**config.mk**
```make
export PLATFORM = sky130hd
export DESIGN_NAME = trng_health_reader
export DESIGN_NICKNAME = d
export VERILOG_FILES = /design/src/rtl/trng_pkg.sv /design/src/rtl/trng_health_test.sv /design/src/rtl/trng_health_reader.sv
export SDC_FILE = /design/constraint.sdc
export NUM_CORES = 1
export LEC_CHECK = 0
export ABC_CLOCK_PERIOD_IN_PS = 2300
export CORE_MARGIN = 10
export CORE_UTILIZATION = 50
export DETAILED_ROUTE_END_ITERATION = 10
export GPL_ROUTABILITY_DRIVEN = 0
export PLACE_DENSITY = 0.74
export RECOVER_POWER = 25
export SYNTH_ARGS = -nofsm -noshare
export SYNTH_HDL_FRONTEND = slang
export SYNTH_SLANG_ARGS = --single-unit
```
**constraint.sdc**
```tcl
create_clock -name clk -period 2.3 [get_ports clk]
set_input_delay 0.23 -clock clk [delete_from_list [all_inputs] [get_ports clk]]
set_output_delay 0.23 -clock clk [all_outputs]
set_load 0.005 [all_outputs]
```
**src/rtl/trng_pkg.sv**
```systemverilog
// Shared types and default health-test cutoffs for the TRNG reader path.
// Holds the FSM state encoding seen on the reader's state port.
package trng_pkg;

  typedef enum logic [1:0] {
    TRNG_IDLE    = 2'd0,
    TRNG_STARTUP = 2'd1,
    TRNG_RUN     = 2'd2,
    TRNG_FAIL    = 2'd3
  } trng_state_t;

  localparam int unsigned RCT_CUTOFF_DEF   = 31;
  localparam int unsigned APT_WINDOW_DEF   = 512;
  localparam int unsigned APT_CUTOFF_DEF   = 410;
  localparam int unsigned STARTUP_BITS_DEF = 1024;

endpackage

```
**src/rtl/trng_health_test.sv**
```systemverilog
// Repetition-count and adaptive-proportion tests on raw TRNG bits.
// Ports: clk, rst_n, clr (sync flush), bit_valid, bit_in -> fail (comb pulse).
module trng_health_test
  import trng_pkg::*;
#(
  parameter int unsigned RCT_CUTOFF = RCT_CUTOFF_DEF,
  parameter int unsigned APT_WINDOW = APT_WINDOW_DEF,
  parameter int unsigned APT_CUTOFF = APT_CUTOFF_DEF
) (
  input  logic clk,
  input  logic rst_n,
  input  logic clr,
  input  logic bit_valid,
  input  logic bit_in,
  output logic fail
);

  localparam int RW = $clog2(RCT_CUTOFF + 1);
  localparam int AW = $clog2(APT_WINDOW + 1);
  localparam int CW = $clog2(APT_CUTOFF + 1);

  logic [RW-1:0] rct_cnt;
  logic [RW-1:0] rct_nxt;
  logic          last_bit;
  logic [AW-1:0] apt_idx;
  logic [CW-1:0] apt_cnt;
  logic [CW-1:0] apt_nxt;
  logic          apt_ref;
  logic          new_win;

  // fail is judged on the incoming bit so the FSM
  // can react on the same edge that captures it
  always_comb begin
    rct_nxt = rct_cnt;
    apt_nxt = apt_cnt;
    new_win = (apt_idx == '0) ||
              (apt_idx == AW'(APT_WINDOW));
    if (rct_cnt == '0 || bit_in != last_bit)
      rct_nxt = RW'(1);
    else if (rct_cnt != RW'(RCT_CUTOFF))
      rct_nxt = rct_cnt + 1'b1;
    if (new_win)
      apt_nxt = CW'(1);
    else if (bit_in == apt_ref &&
             apt_cnt != CW'(APT_CUTOFF))
      apt_nxt = apt_cnt + 1'b1;
    fail = bit_valid &
           ((rct_nxt == RW'(RCT_CUTOFF)) |
            (apt_nxt == CW'(APT_CUTOFF)));
  end

  always_ff @(posedge clk or negedge rst_n) begin
    if (!rst_n) begin
      rct_cnt  <= '0;
      last_bit <= 1'b0;
      apt_idx  <= '0;
      apt_cnt  <= '0;
      apt_ref  <= 1'b0;
    end else if (clr) begin
      rct_cnt  <= '0;
      last_bit <= 1'b0;
      apt_idx  <= '0;
      apt_cnt  <= '0;
      apt_ref  <= 1'b0;
    end else if (bit_valid) begin
      rct_cnt  <= rct_nxt;
      last_bit <= bit_in;
      apt_cnt  <= apt_nxt;
      apt_idx  <= new_win ? AW'(1)
                          : apt_idx + 1'b1;
      if (new_win) apt_ref <= bit_in;
    end
  end

endmodule

```
**src/rtl/trng_health_reader.sv**
```systemverilog
// TRNG consumer: health tests, startup gating, byte packing, valid/ready out.
// Ports: clk, rst_n, enable, raw_bit/raw_valid, clear_alarm, rnd_byte/
// rnd_valid/rnd_ready, alarm, state, overflow. Macro TRNG_VN_DEBIAS_EN
// enables the Von Neumann corrector.
module trng_health_reader
  import trng_pkg::*;
#(
  parameter int unsigned RCT_CUTOFF   = RCT_CUTOFF_DEF,
  parameter int unsigned APT_WINDOW   = APT_WINDOW_DEF,
  parameter int unsigned APT_CUTOFF   = APT_CUTOFF_DEF,
  parameter int unsigned STARTUP_BITS = STARTUP_BITS_DEF
) (
  input  logic       clk,
  input  logic       rst_n,
  input  logic       enable,
  input  logic       raw_bit,
  input  logic       raw_valid,
  input  logic       clear_alarm,
  output logic [7:0] rnd_byte,
  output logic       rnd_valid,
  input  logic       rnd_ready,
  output logic       alarm,
  output logic [1:0] state,
  output logic       overflow
);

  localparam int SW = $clog2(STARTUP_BITS + 1);

  trng_state_t st;
  logic [SW-1:0] su_cnt;
  logic          active;
  logic          bit_valid;
  logic          fail;
  logic          go_run;
  logic          cond_valid;
  logic          cond_bit;
  logic          pack_en;
  logic          pop;
  logic          flush;
  logic          byte_done;
  logic          drop;
  logic [6:0]    sr;
  logic [2:0]    sr_cnt;

  assign state  = st;
  assign active = enable &
                  (st == TRNG_STARTUP || st == TRNG_RUN);
  assign bit_valid = active & raw_valid;
  assign go_run = bit_valid & ~fail &
                  (st == TRNG_STARTUP) &
                  (su_cnt == SW'(STARTUP_BITS - 1));

  trng_health_test #(
    .RCT_CUTOFF (RCT_CUTOFF),
    .APT_WINDOW (APT_WINDOW),
    .APT_CUTOFF (APT_CUTOFF)
  ) u_health (
    .clk       (clk),
    .rst_n     (rst_n),
    .clr       (~active),
    .bit_valid (bit_valid),
    .bit_in    (raw_bit),
    .fail      (fail)
  );

`ifdef TRNG_VN_DEBIAS_EN
  logic vn_have;
  logic vn_first;

  // 10 -> 1, 01 -> 0: the emitted bit is the pair's first bit
  assign cond_valid = bit_valid & vn_have &
                      (vn_first != raw_bit);
  assign cond_bit   = vn_first;

  always_ff @(posedge clk or negedge rst_n) begin
    if (!rst_n) begin
      vn_have  <= 1'b0;
      vn_first <= 1'b0;
    end else if (!active || go_run) begin
      vn_have  <= 1'b0;
      vn_first <= 1'b0;
    end else if (bit_valid) begin
      vn_have  <= ~vn_have;
      vn_first <= raw_bit;
    end
  end
`else
  assign cond_valid = bit_valid;
  assign cond_bit   = raw_bit;
`endif

  assign pack_en   = cond_valid & (st == TRNG_RUN);
  assign pop       = rnd_valid & rnd_ready;
  assign flush     = ~active | fail;
  assign byte_done = pack_en & (sr_cnt == 3'd7);
  assign drop      = byte_done & ~flush &
                     rnd_valid & ~pop;

  always_ff @(posedge clk or negedge rst_n) begin
    if (!rst_n) begin
      st     <= TRNG_IDLE;
      alarm  <= 1'b0;
      su_cnt <= '0;
    end else begin
      unique case (st)
        TRNG_IDLE:
          if (enable) st <= TRNG_STARTUP;
        TRNG_STARTUP, TRNG_RUN:
          if (!enable) begin
            st <= TRNG_IDLE;
          end else if (fail) begin
            st    <= TRNG_FAIL;
            alarm <= 1'b1;
          end else if (go_run) begin
            st <= TRNG_RUN;
          end
        TRNG_FAIL:
          if (clear_alarm) begin
            st    <= TRNG_IDLE;
            alarm <= 1'b0;
          end
      endcase
      if (!active)
        su_cnt <= '0;
      else if (bit_valid && !fail &&
               st == TRNG_STARTUP &&
               su_cnt != SW'(STARTUP_BITS))
        su_cnt <= su_cnt + 1'b1;
    end
  end

  always_ff @(posedge clk or negedge rst_n) begin
    if (!rst_n) begin
      sr        <= '0;
      sr_cnt    <= '0;
      rnd_byte  <= '0;
      rnd_valid <= 1'b0;
    end else if (flush) begin
      sr        <= '0;
      sr_cnt    <= '0;
      rnd_byte  <= '0;
      rnd_valid <= 1'b0;
    end else begin
      if (pop) rnd_valid <= 1'b0;
      if (pack_en) begin
        sr     <= {sr[5:0], cond_bit};
        sr_cnt <= sr_cnt + 1'b1;
      end
      if (byte_done && (!rnd_valid || pop)) begin
        rnd_byte  <= {sr, cond_bit};
        rnd_valid <= 1'b1;
      end
    end
  end

  // sticky; a drop in the same cycle as a clear is kept
  always_ff @(posedge clk or negedge rst_n) begin
    if (!rst_n)           overflow <= 1'b0;
    else if (drop)        overflow <= 1'b1;
    else if (clear_alarm) overflow <= 1'b0;
  end

endmodule
```
# Word level (Yosys, flattened, before mapping)
# Index checks and enable logic that the tools add are counted.
[op_classes] addsub=5 n_eq_ne=21 mux=38 bitwise=18 n_reduce_logical=23
[ops] operator="9-bit 2-to-1 mux" count=4
[ops] operator="10-bit 2-to-1 mux" count=3
[ops] operator="11-bit 2-to-1 mux" count=2
[ops] operator="5-bit 2-to-1 mux" count=4
[ops] operator="8-bit 2-to-1 mux" count=2
[ops] operator="7-bit 2-to-1 mux" count=2
[ops] operator="1-bit AND" count=12
[ops] operator="1-bit 2-to-1 mux" count=12
[ops] operator="11-bit by 1-bit adder with 11-bit output, second input constant" count=1
[ops] operator="11-bit by 10-bit equality test with 1-bit output, second input constant" count=1
[ops] operator="11-bit != test, second input constant" count=1
[ops] operator="10-bit by 1-bit adder with 10-bit output, second input constant" count=1
[ops] operator="10-bit equality test, second input constant" count=1
[ops] operator="10-bit zero test" count=1
[ops] operator="2-bit 2-to-1 mux" count=5
[ops] operator="9-bit by 1-bit adder with 9-bit output, second input constant" count=1
[ops] operator="9-bit equality test, second input constant" count=1
[ops] operator="9-bit != test, second input constant" count=1
[ops] operator="2-bit != test, second input constant" count=4
[ops] operator="2-bit nonzero test" count=4
[ops] operator="3-bit 2-to-1 mux" count=2
[ops] operator="2-bit by 1-bit != test with 1-bit output, second input constant" count=3
[ops] operator="2-bit case mux with 3 select lines" count=1
[ops] operator="5-bit by 1-bit adder with 5-bit output, second input constant" count=1
[ops] operator="22 further kinds" count=35
[word_totals] reg_bits=60 out_inout_bits=13 word_cells=118

# Logic depth before layout (Yosys ltp)
# Gate-level depths: netlist of the first run.
[logic_depth] depth_word=15 depth_mapped=11 depth_no_buf=9

# By module
# Synthesis of the first run repeated with hierarchy kept, for this count alone.
[unflattened] cells_unflattened=370 area_unflattened_um2=3365.7
[modules_own_cells] module="trng_health_reader" n_inst=1 cells_each=179 area_per_inst_um2=1719.1 seq_area_each_um2=850.8
[modules_own_cells] module="trng_health_test" n_inst=1 cells_each=191 area_per_inst_um2=1646.6 seq_area_each_um2=625.6

# Worst setup path after synthesis of the first run
# No wires, ideal clock.
[synth_path] path_kind="reg-to-reg" from="register u_health.rct_cnt[0]" to="register su_cnt[9]" t_arrival_ps=2156 required_ps=2222 setup_slack_ps=66 stages_incl_launch_ff=11 cell_sequence="dfrtp_1 -> inv_1 -> ha_1 -> inv_1 -> o41ai_1 -> nor2_1 -> nand3_1 -> o21ai_2 -> buf_6 -> or4_1 -> a21oi_1"
[synth_via] elab_chain_len=11 elab_cells_between_ends=14 cone_classes="add/sub (1); eq/ne (3); mux (2); bitwise (2); reduce/logical (6)"
[synth_rtl] item="from (decl)" line="trng_health_test.sv:22" rtl="logic [RW-1:0] rct_cnt;"
[synth_rtl] item="from (signal assigned)" line="trng_health_test.sv:66" rtl="rct_cnt <= rct_nxt;"
[synth_rtl] item="5-bit by 1-bit adder with 5-bit output, or another cell as far along" line="trng_health_test.sv:41" rtl="rct_nxt = rct_cnt + 1'b1;"
[synth_rtl] item="5-bit 2-to-1 mux / 1-bit logical OR (equally long branches)" line="trng_health_test.sv:40, trng_health_test.sv:38"
[synth_rtl] item="5-bit 2-to-1 mux *" line="trng_health_test.sv:38" rtl="if (rct_cnt == '0 || bit_in != last_bit)"
[synth_rtl] item="5-bit equality test *" line="trng_health_test.sv:48" rtl="((rct_nxt == RW'(RCT_CUTOFF)) |"
[synth_rtl] item="1-bit OR *" line="trng_health_test.sv:48"
[synth_rtl] item="1-bit AND *" line="trng_health_test.sv:47" rtl="fail = bit_valid &"
[synth_rtl] item="1-bit zero test *" line="trng_health_reader.sv:125" rtl="else if (bit_valid && !fail &&"
[synth_rtl] item="1-bit logical AND * (2 in series)" line="trng_health_reader.sv:125"
[synth_rtl] item="1-bit logical AND *" line="trng_health_reader.sv:126" rtl="st == TRNG_STARTUP &&"
[synth_rtl] item="2-bit by 1-bit != test with 1-bit output (no line) *"
[synth_rtl] item="to (signal assigned)" line="trng_health_reader.sv:128" rtl="su_cnt <= su_cnt + 1'b1;"
[synth_rtl] item="to (decl)" line="trng_health_reader.sv:30" rtl="logic [SW-1:0] su_cnt;"
# Every way passes the cells marked *; elsewhere a longest branch is shown, timed or not.
# A chain may end at the register's enable or synchronous reset.

# Final worst setup path of the first run
[layout_path] from="register u_health.apt_cnt[1]" to="register su_cnt[7]"
[layout_via] elab_chain_len=12 elab_cells_between_ends=13 cone_classes="add/sub (1); eq/ne (3); mux (2); bitwise (2); reduce/logical (5)"
[layout_rtl] item="from (decl)" line="trng_health_test.sv:26" rtl="logic [CW-1:0] apt_cnt;"
[layout_rtl] item="from (signal assigned)" line="trng_health_test.sv:68" rtl="apt_cnt <= apt_nxt;"
[layout_rtl] item="branches (longest 2 deep; another with 9-bit by 1-bit adder with 9-bit output)"
[layout_rtl] item="9-bit 2-to-1 mux *" line="trng_health_test.sv:44" rtl="else if (bit_in == apt_ref &&"
[layout_rtl] item="9-bit 2-to-1 mux *" line="trng_health_test.sv:42" rtl="if (new_win)"
[layout_rtl] item="9-bit equality test *" line="trng_health_test.sv:49" rtl="(apt_nxt == CW'(APT_CUTOFF)));"
[layout_rtl] item="1-bit OR *" line="trng_health_test.sv:48"
[layout_rtl] item="1-bit AND *" line="trng_health_test.sv:47"
[layout_rtl] item="1-bit zero test *" line="trng_health_reader.sv:125"
[layout_rtl] item="1-bit logical AND * (2 in series)" line="trng_health_reader.sv:125"
[layout_rtl] item="1-bit logical AND *" line="trng_health_reader.sv:126"
[layout_rtl] item="2-bit by 1-bit != test with 1-bit output (no line) *"
# Mark *: on every way between the ends.

==> flow_metrics.py, run 1 <==
metrics = {
    "yosys": {
        "ys_ff_latch": 59,
        "ys.flop_type": "dfrtp_1",
        "yosysWarnings": 0,
        "syn_area_mm2": 0.00329,
        "synth_cell_types": 47,
        "postSynthAreaPerCell_um2": 9.13,
        "syn_nets": 381,
        "async_flop_share": 1.00,
        "syn_inst": 360,
        "synth_edf_count": 0,
        "ys_seq_area_frac": 0.449,
    },
    "critical_path": {
        "crit_type": "reg2reg",
        "path_cells": "ha_2, inv_2, or3_4, o2111a_1, nand4_1, o21ai_2, buf_12, or4_4, a21oi_2",
        "slowest_delay_ns": 0.43,
        "cp_slowest_cell": "dfrtp_1",
        "worst-path-max-fanout": 12,
        "critical_path_arrival_ns": 2.53,
        "end_kind": "flip-flop",
        "required_ns": 2.57,
        "start_kind": "flip-flop",
    },
    "layout": {
        "nets": 429,
        "layout.cells.non_filler": 490,
        "layout_common_cells": "dfrtp_1, nand2_1, nor2_1",
        "area_growth_pct": 23.0,
        "antenna_cells": 0,
        "n_fill_cell": 523,
        "final_area_mm2": 0.00404,
        "final_common_cell": "dfrtp_1",
        "layout-drive-gt1-share": 0.177,
        "final_core_util": 0.636,
    },
    "floorplanning": {
        "die_x_um": 101,
        "core_area_mm2": 0.00635,
        "start_util": 0.517,
        "io_pins": 20,
        "die_y_um": 101,
        "row_count": 29,
        "dieArea_mm2": 0.0102,
    },
    "timing": {
        "slew_violations": 0,
        "slew-limit-headroom": 0.107,
        "finalSetupViolations": 0,
        "finalCritPeriodShare": 0.983,
        "fin_crit_ns": 2.26,
        "tightest_slew_ns": 1.34,
        "hold_violations": 0,
        "setup_slack_ns": 0.0388,
        "skew_ns": 0.00661,
        "rsz0062_at_grt": "true",
        "fmax_mhz": 442,
    },
    "cts": {
        "clk_latency_ns": 0.35,
        "ctsHtreeMaxLevel": 3,
        "clk_pin_slew_ns": 0.07,
        "cts_tree": "yes",
        "cts-root-buf": "clkbuf_8",
        "cts.sinks": 59,
        "cts_buffer_depth": 2,
        "cts_buffers": 9,
    },
    "global_routing": {
        "antenna_found_initial": 0,
        "grt_usage": 0.158,
        "grt_pass1_wl_um": 13200,
        "grt_max_degree": 36,
        "grt_pass1_vias": 2820,
        "grt-ovfl-total": 0,
    },
    "power": {
        "net-switching-power_mw": 1.03,
        "p_seq_frac": 0.395,
        "clock_power_share": 0.297,
        "ir_drop_v": 0.000573,
        "p_int_mw": 1.86,
        "p_leak_nw": 1.78,
        "power_density_mw_per_mm2": 716,
        "switching_share": 0.357,
        "power_mw": 2.89,
        "combPwrFrac": 0.308,
    },
    "min_path": {
        "hp-class": "in2reg",
    },
    "route": {
        "drt_iter0_markers": 146,
        "totalWireLength_um": 7620,
        "via_per_inst": 5.75,
        "wl_per_cell_um": 15.6,
        "final_antenna_net_count": 0,
        "drc": 0,
        "first_pass_iters": 4,
        "via_count": 2817,
    },
    "placed_design": {
        "pre_cts_slack_ns": -0.337,
        "port_buffers": 19,
        "placed_area_mm2": 0.00374,
        "placed_cells": 471,
        "place_hpwl_um": 5380,
    },
    "status": {
        "status": "finished, final reports clean",
    },
    "flow_run": {
        "drv_cap": 0,
    },
}
[per-stage QoR]
| step | TNS [ns] | hold slack, ns |
|---|---|---|
| floorplan | 0 | -0.0656 |
| global placement | -5.52 | 0.259 |
| detailed placement | -6.71 | 0.269 |
| CTS | 0 | 0.441 |
| global route | -0.594 | 0.424 |
| finish | 0 | 0.409 |
[routing by layer]
layer  vias up  track usage  share of wire
met5         -            0              0
met4         0       0.0707          0.018
met3        11       0.0391          0.041
met2        54        0.250           0.50
met1      1383        0.199           0.44
li1       1369            -              -
[cells in the mapped netlist, types with 4 or more instances]
library cell	number	share of area
nor3_1	7	0.011
and2_1	7	0.013
inv_1	18	0.021
nand2b_1	4	0.0076
xnor2_1	6	0.016
o21ai_0	16	0.024
nor2_1	39	0.045
nand2_1	49	0.056
nand4_1	7	0.013
dfrtp_1	59	0.45
xor2_1	5	0.013
o31ai_1	7	0.016
nand3_1	14	0.021
clkbuf_1	7	0.0080
nor4_1	5	0.0095
and3_1	10	0.019
o211ai_1	4	0.0091
mux2i_1	14	0.043
a21oi_1	25	0.038
ha_1	14	0.053
[kinds of logic after synthesis]
family	Yosys count	share of synthesized area
simple gates	154	0.224
compound gates	76	0.149
flops	59	0.449
buf+inv	30	0.0404
mux	15	0.0461
fa+ha+maj	14	0.0533
xor+xnor	12	0.0377
[registers in the layout, summed over array words and instances (netlist names)]
signal,flops
su_cnt,11
u_health.apt_cnt,9
u_health.apt_idx,9
rnd_byte,8
sr,7
u_health.rct_cnt,5
sr_cnt,3
state,2
alarm,1
overflow,1
rnd_valid,1
u_health.apt_ref,1
u_health.last_bit,1
[final cells by class]
cell class	count	area, µm²	area share
multi-input combinational	271	1780	0.441
sequential	59	1480	0.366
timing repair buffer	49	439	0.109
clock buffer	10	138	0.0341
tap	77	96.3	0.0238
inverter	18	67.6	0.0167
clock inverter	6	41.3	0.0102
[power by group through the flow]
stage / logic [mW] / registers [mW] / clock network (mW)
floorplan: 0.490 / 1.15 / 0
global placement: 0.819 / 1.16 / 0
detailed placement: 0.840 / 1.16 / 0
CTS: 0.846 / 1.14 / 0.877
global route: 0.989 / 1.15 / 0.933
finish: 0.890 / 1.14 / 0.861
[what timing repair did]
action	4_1_cts	5_1_grt
hold buffers	1	0
gates cloned	0	0
resized for setup	1	24
pin swaps	0	7
endpoints found under the setup margin	2	34
endpoints found under the hold margin	24	0
buffers inserted	0	2
[worst paths after layout]
kind,depth (start not counted),slack (ns),endpoint,startpoint
min in group asynchronous,2,0.71,u_health.apt_idx[0],rst_n
hold / removal,4,0.41,sr[0],raw_bit
setup reg to reg,9,0.04,su_cnt[7],u_health.apt_cnt[1]
hold reg to reg,1,0.48,u_health.apt_idx[8],u_health.apt_idx[8]
max in group asynchronous,3,0.33,state[1],rst_n
setup / recovery,9,0.04,su_cnt[7],u_health.apt_cnt[1]
[worst max-delay path: cells and delay by family, from the launching register on]
kind | cells | cell delay, ns
adders and majority gates | 1 | 0.21
DFF | 1 | 0.43
AOI/OAI and AO/OA | 3 | 0.46
and+or+nand+nor | 3 | 0.89
buffers and inverters | 2 | 0.21
(Power assumes the default switching activity.)
==> inputs of run 2 (changes only) <==
--- a/config.mk
+++ b/config.mk
@@ -6,11 +6,12 @@
 export NUM_CORES = 1
 export LEC_CHECK = 0
 export ABC_CLOCK_PERIOD_IN_PS = 2300
+export CAP_MARGIN = 0
 export CORE_MARGIN = 10
-export CORE_UTILIZATION = 50
+export CORE_UTILIZATION = 54
 export DETAILED_ROUTE_END_ITERATION = 10
 export GPL_ROUTABILITY_DRIVEN = 0
-export PLACE_DENSITY = 0.74
+export PLACE_DENSITY = 0.78
 export RECOVER_POWER = 25
 export SYNTH_ARGS = -nofsm -noshare
 export SYNTH_HDL_FRONTEND = slang
==> run 2 against run 1 <==
Against the previous run:
- sequential share of layout area is 0.11 points lower
- register-to-register slack got worse by 0.02 ns
- fmax decreased by 1.0%
- critical path type unchanged
==> flow_metrics.py, run 2 (synthesis results as in run 1) <==
metrics = {
    "timing": {
        "fin_crit_ns": 2.29,
        "slew-limit-headroom": 0.0574,
        "fmax_mhz": 438,
        "finalSetupViolations": 0,
        "rsz0062_at_grt": "true",
        "setup_tns_ns": 0,
        "setup_slack_ns": 0.0150,
        "skew_ns": 0.0129,
        "hold_violations": 0,
        "tightest_slew_ns": 1.41,
        "slew_violations": 0,
        "finalCritPeriodShare": 0.993,
    },
    "critical_path": {
        "end_kind": "flip-flop",
        "critPathTopFamily": "simple AND/OR/NAND/NOR gates",
        "required_ns": 2.58,
        "critical_path_arrival_ns": 2.57,
        "crit_type": "reg2reg",
        "crit_buf_inv": 1,
        "path_cells": "xor2_4, or3_4, o2111a_1, nand4_1, o21ai_2, buf_12, or4_4, a21oi_2",
        "cp_slowest_cell": "dfrtp_2",
        "worst-path-max-fanout": 11,
        "start_kind": "flip-flop",
        "slowest_delay_ns": 0.45,
    },
    "flow_run": {
        "drv_cap": 0,
    },
    "layout": {
        "reg_top3": "su_cnt: 11 flops, u_health.apt_cnt: 9 flops, u_health.apt_idx: 9 flops",
        "top_register": "su_cnt",
        "antenna_cells": 0,
        "n_fill_cell": 442,
        "layout-drive-gt1-share": 0.161,
        "area_growth_pct": 23.5,
        "largest_register_ff_count": 11,
        "layout.cells.non_filler": 485,
        "layout_common_cells": "dfrtp_1, nand2_1, nor2_1",
        "nets": 426,
        "final_common_cell": "dfrtp_1",
    },
    "cts": {
        "cts_tree": "yes",
        "cts_buffer_depth": 2,
        "ctsHtreeMaxLevel": 3,
        "cts_buffers": 9,
        "clk_pin_slew_ns": 0.08,
        "cts.sinks": 59,
        "clk_latency_ns": 0.35,
        "cts-root-buf": "clkbuf_8",
    },
    "global_routing": {
        "grt_usage": 0.159,
        "antenna_found_initial": 0,
        "grt-ovfl-total": 0,
        "grt_pass1_vias": 2763,
        "grt_pass1_wl_um": 12900,
        "grt_max_degree": 36,
    },
    "min_path": {
        "hp-class": "in2reg",
    },
    "route": {
        "totalWireLength_um": 7770,
        "drc": 0,
        "wl_per_cell_um": 16.0,
        "first_pass_iters": 5,
        "via_per_inst": 5.90,
        "via_count": 2863,
        "drt_iter0_markers": 210,
        "final_antenna_net_count": 0,
    },
    "placed_design": {
        "port_buffers": 19,
        "placed_cells": 466,
        "place_hpwl_um": 5370,
        "pre_cts_slack_ns": -0.334,
    },
    "power": {
        "combPwrFrac": 0.281,
        "p_int_mw": 2.05,
        "switching_share": 0.339,
        "power_density_mw_per_mm2": 765,
        "ir_drop_v": 0.000662,
        "net-switching-power_mw": 1.05,
        "p_seq_frac": 0.369,
        "p_leak_nw": 1.80,
        "clock_power_share": 0.349,
    },
    "floorplanning": {
        "row_count": 28,
        "core_area_mm2": 0.00592,
        "die_y_um": 98.0,
        "io_pins": 20,
        "die_x_um": 98.0,
        "dieArea_mm2": 0.00960,
        "start_util": 0.555,
    },
    "status": {
        "status": "finished, final reports clean",
    },
}
run 2: changes by cell type in the layout (fill, tap and decap cells not counted), sizes merged:
cell      previous run  this run
clkinv               3         4
buf                 28        26
bufinv               0         2
clkbuf              12        10
clkinvlp             3         0
inv                 18        19
run 2: worst reg2reg max path, cell delays in order (launching register included):
cell and delay [ns]:
dfrtp_2 0.45, xor2_4 0.23, or3_4 0.35, o2111a_1 0.26
nand4_1 0.14, o21ai_2 0.11, buf_12 0.15, or4_4 0.42
a21oi_2 0.13
run 2: metrics by stage:
stage                     utilization  power (mW)  instance area, µm²  hold slack [ns]
after floorplan                     -        1.64                3290          -0.0656
after global placement          0.628        1.96                3720            0.262
after detailed placement        0.628        1.98                3720            0.264
after CTS                       0.671        3.08                3970            0.433
after global routing            0.686        3.26                4060            0.413
final                           0.686        3.10                4060            0.390
run 2: power groups by stage:
stage                     sequential (mW)  combinational, mW  clock, mW
after floorplan                      1.15              0.490          0
after global placement               1.16              0.802          0
after detailed placement             1.16              0.820          0
after CTS                            1.14              0.843       1.09
after global routing                 1.16              0.964       1.14
final                                1.15              0.873       1.08
run 2: timing repair:
item	CTS	global route
hold buffers	1	0
setup endpoints to repair	5	33
hold endpoints to repair	24	0
cloned	0	0
buffers inserted	0	2
pin swaps	0	15
gates resized for setup	3	20
run 2: area by class of cell:
| cell class | count | area [µm²] | area share |
|---|---|---|---|
| clock buffers | 9 | 124 | 0.0305 |
| multi-input cells | 271 | 1760 | 0.434 |
| well taps | 75 | 93.8 | 0.0231 |
| inverters | 18 | 70.1 | 0.0173 |
| repair buffers | 46 | 429 | 0.106 |
| flip-flops and latches | 59 | 1480 | 0.365 |
| clock inverters | 7 | 100 | 0.0247 |
run 2: metal layers:
metal / vias up / routed length (µm) / GRT usage
met4: 0 / 141 / 0.0615
met5: - / 0 / 0
met2: 89 / 3760 / 0.268
met1: 1396 / 3450 / 0.195
met3: 15 / 422 / 0.0310
li1: 1363 / - / -
run 2: final timing paths:
path / start / end / slack (ns) / cells past startpoint
worst max-delay path: u_health.apt_ref / su_cnt[9] / 0.01 / 8
worst min-delay path: raw_bit / sr[0] / 0.39 / 4
worst max register to register: u_health.apt_ref / su_cnt[9] / 0.01 / 8
worst min register to register: u_health.apt_idx[8] / u_health.apt_idx[8] / 0.51 / 1
max in group asynchronous: rst_n / u_health.apt_cnt[1] / 0.63 / 2
min in group asynchronous: rst_n / u_health.apt_idx[5] / 0.74 / 2
